==> src/rtl/axis_pkg.sv <==
// Shared types and helpers for the AXI-Stream receive endpoint.
// The beat struct is the FIFO word; rx_state_e tracks frame boundaries.
package axis_pkg;

    localparam int AXIS_DATA_W = 32;
    localparam int AXIS_USER_W = 2;
    localparam int AXIS_KEEP_W = AXIS_DATA_W / 8;

    typedef struct packed {
        logic [AXIS_DATA_W-1:0] data;
        logic [AXIS_KEEP_W-1:0] tstrb;
        logic [AXIS_KEEP_W-1:0] tkeep;
        logic [AXIS_USER_W-1:0] user;
        logic                   last;
    } axis_beat_t;

    typedef enum logic [0:0] {
        RX_IDLE  = 1'b0,
        RX_FRAME = 1'b1
    } rx_state_e;

    function automatic logic [15:0] sat_inc16(input logic [15:0] v);
        return (v == 16'hFFFF) ? 16'hFFFF : (v + 16'd1);
    endfunction

    function automatic logic [7:0] sat_inc8(input logic [7:0] v);
        return (v == 8'hFF) ? 8'hFF : (v + 8'd1);
    endfunction

endpackage

==> src/rtl/axis_slave_rx_if.sv <==
// Upstream AXI-Stream bus into the receive endpoint.
// The master drives the beat; the slave (this block) answers with tready.
interface axis_slave_rx_if;
    import axis_pkg::*;

    logic                   axis_tvalid;
    logic [AXIS_DATA_W-1:0] axis_tdata;
    logic [AXIS_KEEP_W-1:0] axis_tstrb;
    logic [AXIS_KEEP_W-1:0] axis_tkeep;
    logic                   axis_tlast;
    logic [AXIS_USER_W-1:0] axis_tuser;
    logic                   axis_tready;

    modport master (
        output axis_tvalid, axis_tdata, axis_tstrb, axis_tkeep, axis_tlast, axis_tuser,
        input  axis_tready
    );

    modport slave (
        input  axis_tvalid, axis_tdata, axis_tstrb, axis_tkeep, axis_tlast, axis_tuser,
        output axis_tready
    );

endinterface

==> src/rtl/axis_rx_fifo.sv <==
// First-word-fall-through FIFO of stream beats. The head entry is visible
// combinationally; pointers carry an extra wrap bit to separate full from empty.
module axis_rx_fifo
    import axis_pkg::*;
#(
    parameter int DEPTH = 8
) (
    input  logic       clk,
    input  logic       rst,
    input  logic       push,
    input  axis_beat_t wr_beat,
    input  logic       pop,
    output axis_beat_t head,
    output logic       full,
    output logic       empty
);

    localparam int ADDR_W = $clog2(DEPTH);
    localparam int PTR_W  = ADDR_W + 1;
    localparam logic [PTR_W-1:0] PTR_ONE = {{(PTR_W-1){1'b0}}, 1'b1};

    axis_beat_t       mem_r [DEPTH];
    logic [PTR_W-1:0] wr_ptr_r;
    logic [PTR_W-1:0] rd_ptr_r;
    logic             do_push_s;
    logic             do_pop_s;

    assign empty = (wr_ptr_r == rd_ptr_r);
    assign full  = (wr_ptr_r[PTR_W-1] != rd_ptr_r[PTR_W-1]) &&
                   (wr_ptr_r[ADDR_W-1:0] == rd_ptr_r[ADDR_W-1:0]);

    assign do_push_s = push & ~full;
    assign do_pop_s  = pop & ~empty;

    assign head = mem_r[rd_ptr_r[ADDR_W-1:0]];

    // Pointer advance; the low bits wrap naturally since DEPTH is a power of two.
    always_ff @(posedge clk or posedge rst) begin
        if (rst) begin
            wr_ptr_r <= {PTR_W{1'b0}};
            rd_ptr_r <= {PTR_W{1'b0}};
        end else begin
            if (do_push_s) begin
                wr_ptr_r <= wr_ptr_r + PTR_ONE;
            end
            if (do_pop_s) begin
                rd_ptr_r <= rd_ptr_r + PTR_ONE;
            end
        end
    end

    // Storage write; contents need no reset because empty masks the head.
    always_ff @(posedge clk) begin
        if (do_push_s) begin
            mem_r[wr_ptr_r[ADDR_W-1:0]] <= wr_beat;
        end
    end

endmodule

==> src/rtl/axis_slave_rx.sv <==
// AXI-Stream receive endpoint: buffers upstream beats for a valid/ready backend
// and reports frame lengths and backend stall status.
module axis_slave_rx
    import axis_pkg::*;
#(
    parameter int         DEPTH         = 8,
    parameter logic [7:0] STALL_TIMEOUT = 8'd5
) (
    input  logic                   axi_aclk,
    input  logic                   axi_areset,
    axis_slave_rx_if.slave         rx_bus,
    output logic                   bk_valid,
    output logic [AXIS_DATA_W-1:0] bk_data,
    output logic [AXIS_KEEP_W-1:0] bk_tstrb,
    output logic [AXIS_KEEP_W-1:0] bk_tkeep,
    output logic [AXIS_USER_W-1:0] bk_user,
    output logic                   bk_last,
    input  logic                   bk_ready,
    output logic                   bk_frame_done,
    output logic [15:0]            bk_frame_len,
    output logic                   bk_stall
);

    axis_beat_t  in_beat_s;
    axis_beat_t  head_s;
    axis_beat_t  head_vis_s;
    logic        fifo_full_s;
    logic        fifo_empty_s;
    logic        tready_s;
    logic        accept_s;
    logic        null_beat_s;
    logic        push_s;
    logic        pop_s;
    logic [7:0]  stall_cnt_nxt_s;

    rx_state_e   state_r;
    logic [15:0] beat_cnt_r;
    logic [15:0] frame_len_r;
    logic        frame_done_r;
    logic [7:0]  stall_cnt_r;
    logic        stall_r;

    assign in_beat_s.data  = rx_bus.axis_tdata;
    assign in_beat_s.tstrb = rx_bus.axis_tstrb;
    assign in_beat_s.tkeep = rx_bus.axis_tkeep;
    assign in_beat_s.user  = rx_bus.axis_tuser;
    assign in_beat_s.last  = rx_bus.axis_tlast;

    // Ready depends only on FIFO space, never on the backend.
    assign tready_s           = ~fifo_full_s & ~axi_areset;
    assign rx_bus.axis_tready = tready_s;
    assign accept_s           = rx_bus.axis_tvalid & tready_s;

    // Empty beats are counted but dropped, unless they carry the frame boundary.
    assign null_beat_s = (rx_bus.axis_tkeep == {AXIS_KEEP_W{1'b0}}) & ~rx_bus.axis_tlast;
    assign push_s      = accept_s & ~null_beat_s;
    assign pop_s       = bk_valid & bk_ready;

    axis_rx_fifo #(
        .DEPTH (DEPTH)
    ) u_fifo (
        .clk     (axi_aclk),
        .rst     (axi_areset),
        .push    (push_s),
        .wr_beat (in_beat_s),
        .pop     (pop_s),
        .head    (head_s),
        .full    (fifo_full_s),
        .empty   (fifo_empty_s)
    );

    // Backend sees zeros whenever nothing is buffered.
    always_comb begin
        head_vis_s = {$bits(axis_beat_t){1'b0}};
        if (!fifo_empty_s) begin
            head_vis_s = head_s;
        end else begin
            head_vis_s = {$bits(axis_beat_t){1'b0}};
        end
    end

    assign bk_valid = ~fifo_empty_s;
    assign bk_data  = head_vis_s.data;
    assign bk_tstrb = head_vis_s.tstrb;
    assign bk_tkeep = head_vis_s.tkeep;
    assign bk_user  = head_vis_s.user;
    assign bk_last  = head_vis_s.last;

    // Frame FSM with beat counter and completed-frame reporting.
    always_ff @(posedge axi_aclk or posedge axi_areset) begin
        if (axi_areset) begin
            state_r      <= RX_IDLE;
            beat_cnt_r   <= 16'h0000;
            frame_len_r  <= 16'h0000;
            frame_done_r <= 1'b0;
        end else begin
            frame_done_r <= 1'b0;
            if (accept_s) begin
                if (rx_bus.axis_tlast) begin
                    frame_len_r  <= sat_inc16(beat_cnt_r);
                    beat_cnt_r   <= 16'h0000;
                    frame_done_r <= 1'b1;
                end else begin
                    beat_cnt_r <= sat_inc16(beat_cnt_r);
                end
            end
            case (state_r)
                RX_IDLE: begin
                    if (accept_s && !rx_bus.axis_tlast) begin
                        state_r <= RX_FRAME;
                    end
                end
                RX_FRAME: begin
                    if (accept_s && rx_bus.axis_tlast) begin
                        state_r <= RX_IDLE;
                    end
                end
                default: state_r <= RX_IDLE;
            endcase
        end
    end

    // Stall counter only runs while a head is waiting and not taken.
    always_comb begin
        stall_cnt_nxt_s = stall_cnt_r;
        if (fifo_empty_s || pop_s) begin
            stall_cnt_nxt_s = 8'h00;
        end else begin
            stall_cnt_nxt_s = sat_inc8(stall_cnt_r);
        end
    end

    // Stall flag registered from the next count so it tracks the counter exactly.
    always_ff @(posedge axi_aclk or posedge axi_areset) begin
        if (axi_areset) begin
            stall_cnt_r <= 8'h00;
            stall_r     <= 1'b0;
        end else begin
            stall_cnt_r <= stall_cnt_nxt_s;
            stall_r     <= (stall_cnt_nxt_s >= STALL_TIMEOUT);
        end
    end

    assign bk_frame_done = frame_done_r;
    assign bk_frame_len  = frame_len_r;
    assign bk_stall      = stall_r;

endmodule

==> src/flat_wrapper.sv <==
// flat-port wrapper written by rule: the top's interface ports become plain ports
module axis_slave_rx_flat import axis_pkg::*;
#(
    parameter int         DEPTH         = 8,
    parameter logic [7:0] STALL_TIMEOUT = 8'd5
)
  (axi_aclk, axi_areset, bk_valid, bk_data, bk_tstrb, bk_tkeep, bk_user, bk_last, bk_ready, bk_frame_done, bk_frame_len, bk_stall, rx_bus_axis_tvalid, rx_bus_axis_tdata, rx_bus_axis_tstrb, rx_bus_axis_tkeep, rx_bus_axis_tlast, rx_bus_axis_tuser, rx_bus_axis_tready);
  axis_slave_rx_if rx_bus_i ();
  input  logic axi_aclk;
  input  logic axi_areset;
  output logic bk_valid;
  output logic [AXIS_DATA_W-1:0] bk_data;
  output logic [AXIS_KEEP_W-1:0] bk_tstrb;
  output logic [AXIS_KEEP_W-1:0] bk_tkeep;
  output logic [AXIS_USER_W-1:0] bk_user;
  output logic bk_last;
  input  logic bk_ready;
  output logic bk_frame_done;
  output logic [15:0] bk_frame_len;
  output logic bk_stall;
  input wire logic [$bits(rx_bus_i.axis_tvalid)-1:0] rx_bus_axis_tvalid;
  input wire logic [$bits(rx_bus_i.axis_tdata)-1:0] rx_bus_axis_tdata;
  input wire logic [$bits(rx_bus_i.axis_tstrb)-1:0] rx_bus_axis_tstrb;
  input wire logic [$bits(rx_bus_i.axis_tkeep)-1:0] rx_bus_axis_tkeep;
  input wire logic [$bits(rx_bus_i.axis_tlast)-1:0] rx_bus_axis_tlast;
  input wire logic [$bits(rx_bus_i.axis_tuser)-1:0] rx_bus_axis_tuser;
  output wire logic [$bits(rx_bus_i.axis_tready)-1:0] rx_bus_axis_tready;
  assign rx_bus_i.axis_tvalid = rx_bus_axis_tvalid;
  assign rx_bus_i.axis_tdata = rx_bus_axis_tdata;
  assign rx_bus_i.axis_tstrb = rx_bus_axis_tstrb;
  assign rx_bus_i.axis_tkeep = rx_bus_axis_tkeep;
  assign rx_bus_i.axis_tlast = rx_bus_axis_tlast;
  assign rx_bus_i.axis_tuser = rx_bus_axis_tuser;
  assign rx_bus_axis_tready = rx_bus_i.axis_tready;
  axis_slave_rx #(.DEPTH(DEPTH), .STALL_TIMEOUT(STALL_TIMEOUT)) u_core (.axi_aclk(axi_aclk), .axi_areset(axi_areset), .rx_bus(rx_bus_i), .bk_valid(bk_valid), .bk_data(bk_data), .bk_tstrb(bk_tstrb), .bk_tkeep(bk_tkeep), .bk_user(bk_user), .bk_last(bk_last), .bk_ready(bk_ready), .bk_frame_done(bk_frame_done), .bk_frame_len(bk_frame_len), .bk_stall(bk_stall));
endmodule
==> config.mk <==
export PLATFORM = sky130hd
export DESIGN_NAME = axis_slave_rx_flat
export DESIGN_NICKNAME = d
export VERILOG_FILES = /design/src/rtl/axis_pkg.sv /design/src/rtl/axis_slave_rx_if.sv /design/src/rtl/axis_rx_fifo.sv /design/src/rtl/axis_slave_rx.sv /design/src/flat_wrapper.sv
export SDC_FILE = /design/constraint.sdc
export NUM_CORES = 1
export LEC_CHECK = 0
export BUFFER_PORTS_ARGS = -buffer_cell sky130_fd_sc_hd__buf_2
export CORE_MARGIN = 2
export CORE_UTILIZATION = 60
export DETAILED_ROUTE_END_ITERATION = 7
export PLACE_DENSITY = 0.77
export SLEW_MARGIN = 20
export SYNTH_ARGS = -nofsm -noshare
export SYNTH_HDL_FRONTEND = slang
export SYNTH_SLANG_ARGS = --single-unit
==> constraint.sdc <==
create_clock -name axi_aclk -period 13.9 [get_ports axi_aclk]
set_input_delay 2.085 -clock axi_aclk [delete_from_list [all_inputs] [get_ports axi_aclk]]
set_output_delay 2.085 -clock axi_aclk [all_outputs]
set_load 0.02 [all_outputs]
==> flow_summary.yaml <==
timing:
  slew_headroom: 0.366
  setup_tns_ns: 0
  worstMarginPinSlew_ns: 0.951
  drv_slew: 0
  finalSetupViolCount: 0
  hold_violations: 0
  max_freq_mhz: 194
  skew_ns: 0.0220
  setup_ws_ns: 8.75
  rsz0062_at_grt: "false"
  post-route-min-period_ns: 5.15
  post-route-period-util: 0.371
worst_hold_path:
  min_from: "u_core.bk_frame_len[11]"
  hold_path.class: "reg2reg"
floorplanning:
  initial_core_util: 0.610
  die_h_um: 167
  design.core.area_mm2: 0.0260
  ioPinCount: 110
  die_x_um: 167
  rows: 59
  dieArea_mm2: 0.0277
run:
  cap_violations: 0
setup_path:
  r2r-start: "u_core.u_fifo.wr_ptr_r[2]"
  start_kind: "flop"
  required_ns: 11.81
  r2r_cells: 5
  regToRegSetupSlack_ns: 10.52
  reg2reg_to: "u_core.u_fifo.mem_r[6][15]"
  worstSetupEndpointType: "primary output"
  worstPathMaxFanout: 39
  cp_slowest_cell: "buf_4"
  cp.depth: 5
  cp_top_family: "multiplexers"
  critPathKind: "reg2out"
  max_stage_delay_ns: 0.69
  crit_end: "bk_data[27]"
  cp_num_buf_inv: 2
  crit_arrival_ns: 3.07
  path_cells: "buf_4 > mux4_2 > mux2i_1 > nor2_1 > buf_2"
  cp-startpoint: "u_core.u_fifo.rd_ptr_r[0]"
synthesis:
  synth_top_area_frac: 0.652
  ys_seq_area_frac: 0.731
  synth_fp_nets: 887
  synth_edf_count: 344
  ys_warn_count: 0
  synth_area_leaders: "edfxtp_1 65%, mux4_2 12%, dfrtp_1 7.9%"
  async_flop_share: 0.127
  syn_area_mm2: 0.0158
  postSynthAreaPerCell_um2: 19.0
  syn_inst: 836
  yosys_register_bits: 394
  synth_top_cell_by_area: "edfxtp_1"
  synth-main-ff-cell: "edfxtp_1"
  ys_types: 56
clocking:
  ctsHoldBuffers: 0
  clk_path_buf_depth: 3
  cts_resized: 0
  cts_setup_buffers: 0
  cts_tree: "built"
  root_buffer: "clkbuf_16"
  htree_num_levels: 2
  cts_sinks: 394
  cts_buffers: 40
  clk_latency_ns: 0.53
  cts.clk_slew.worst_paths_ns: 0.06
run_status:
  outcome: "completed"
placed_design:
  dp_slack_ns: 8.69
  globalplace.congestion: 0.778
  port_buffers: 109
  dp_hpwl_mm: 16.6
global_route:
  antenna_found_initial: 6
  grt_pass1_vias: 8244
  track_usage: 0.227
  grt_overflow: 0
  grt_max_degree: 69
  grt_pass1_wl_mm: 48.3
drt:
  vias_per_cell: 6.21
  drc: 0
  wl_per_cell_um: 23.4
  drt_iter0_markers: 836
  vias: 8204
  ant_nets: 0
  firstDrtPassIters: 5
  finalWirelength_mm: 30.9
power_and_ir_drop:
  power.leakage_uw: 0.00628
  power_density_mw_per_mm2: 206
  p_total_uw: 3720
  irDropWorstVdd_uv: 166
finish:
  layout.area.seq_mm2: 0.0116
  final_nets: 1004
  drive_gt1_frac: 0.305
  multi_input_area_mm2: 0.00403
  syn_to_final_growth_pct: 14.2
  fillers: 1664
==> flip-flops by register name, indices dropped and copies added (netlist names) <==
register,flops
u_core.beat_cnt_r,16
u_core.bk_frame_len,16
u_core.bk_stall,1
u_core.stall_cnt_r,8
u_core.bk_frame_done,1
u_core.u_fifo.rd_ptr_r,4
u_core.u_fifo.wr_ptr_r,4
u_core.u_fifo.mem_r,344
==> per-stage QoR <==
stage / utilization / instances / hold WS (ns) / instance area [um2]
6_report: 0.697 / 1322 / 0.504 / 18100
5_1_grt: 0.697 / 1321 / 0.534 / 18100
4_1_cts: 0.695 / 1317 / 0.509 / 18100
3_5_place_dp: 0.645 / 1245 / 0.495 / 16700
3_3_place_gp: 0.645 / 1245 / 0.486 / 16700
2_1_floorplan: - / 836 / 0.472 / 15800
==> worst min-delay path by stage <==
stage,endpoint,slack (ns),cells past startpoint
floorplan,u_core.stall_cnt_r[0],0.47,1
global placement,u_core.bk_frame_len[3],0.49,1
detailed placement,u_core.bk_frame_len[3],0.50,1
CTS,u_core.bk_frame_len[3],0.51,1
global route,u_core.bk_frame_len[15],0.53,1
finish,u_core.bk_frame_len[11],0.50,1
==> cells by family (layout without fill, tap and decap cells) <==
kind of cell / Yosys count / count (layout) / share of synthesized area
compound gates: 88 / 88 / 0.0383
xor+xnor: 25 / 25 / 0.0148
fa+ha+maj: 5 / 5 / 0.00379
buf+inv: 61 / 208 / 0.0180
flops: 394 / 394 / 0.731
mux: 135 / 135 / 0.154
other cells: 0 / 4 / 0
simple gates: 128 / 128 / 0.0407
==> Yosys cell counts (2+ instances only) <==
cell	number
a21oi_1	28
a2bb2oi_1	2
a31o_2	4
a31oi_1	16
a41oi_1	4
and3_1	4
and4_1	4
buf_1	4
buf_2	21
buf_4	3
buf_6	2
clkbuf_1	20
clkbuf_2	3
dfrtp_1	50
edfxtp_1	344
ha_1	4
inv_1	6
inv_2	2
mux2_2	4
mux2i_1	45
mux4_2	86
nand2_1	11
nand2b_1	6
nand3_1	14
nand4_1	9
nor2_1	57
nor2b_1	3
nor3_1	7
nor4_1	2
o21ai_0	12
o22a_1	9
o31ai_1	3
or4_1	2
xnor2_1	15
xor2_1	8
xor2_2	2
==> layout by cell type (no fill, tap or decap), types with 6 or more instances in the layout <==
master	n
a31oi_1	16
nand3_1	14
nor2_1	54
a21oi_1	28
xor2_1	8
buf_2	109
buf_4	18
o21ai_0	12
mux2i_1	45
o22a_1	9
dfrtp_1	47
nand2b_1	6
edfxtp_1	344
nand2_1	11
nand4_1	9
clkbuf_16	42
xnor2_1	15
clkbuf_1	12
mux4_2	86
==> cell type report <==
| type | count | share of cell area |
|---|---|---|
| flip-flops and latches | 394 | 0.640 |
| multi-input cells | 381 | 0.223 |
| clock buffers | 56 | 0.0621 |
| repair buffers | 128 | 0.0391 |
| well taps | 335 | 0.0232 |
| clock inverters | 16 | 0.0106 |
| inverters | 8 | 0.00173 |
| diodes | 4 | 0.000553 |
==> routing by layer <==
metal,up-vias,track usage,share of wire
li1,3620,-,-
met1,4201,0.321,0.42
met2,313,0.366,0.49
met3,66,0.0406,0.066
met4,4,0.0787,0.029
met5,-,0,0.00049
==> where the power goes <==
group / switching, uW / total (uW) / internal (uW)
combinational: 675 / 1170 / 490
clock: 424 / 1060 / 640
sequential: 87.3 / 1500 / 1410
Note: power is estimated with default switching activity, not from simulation.
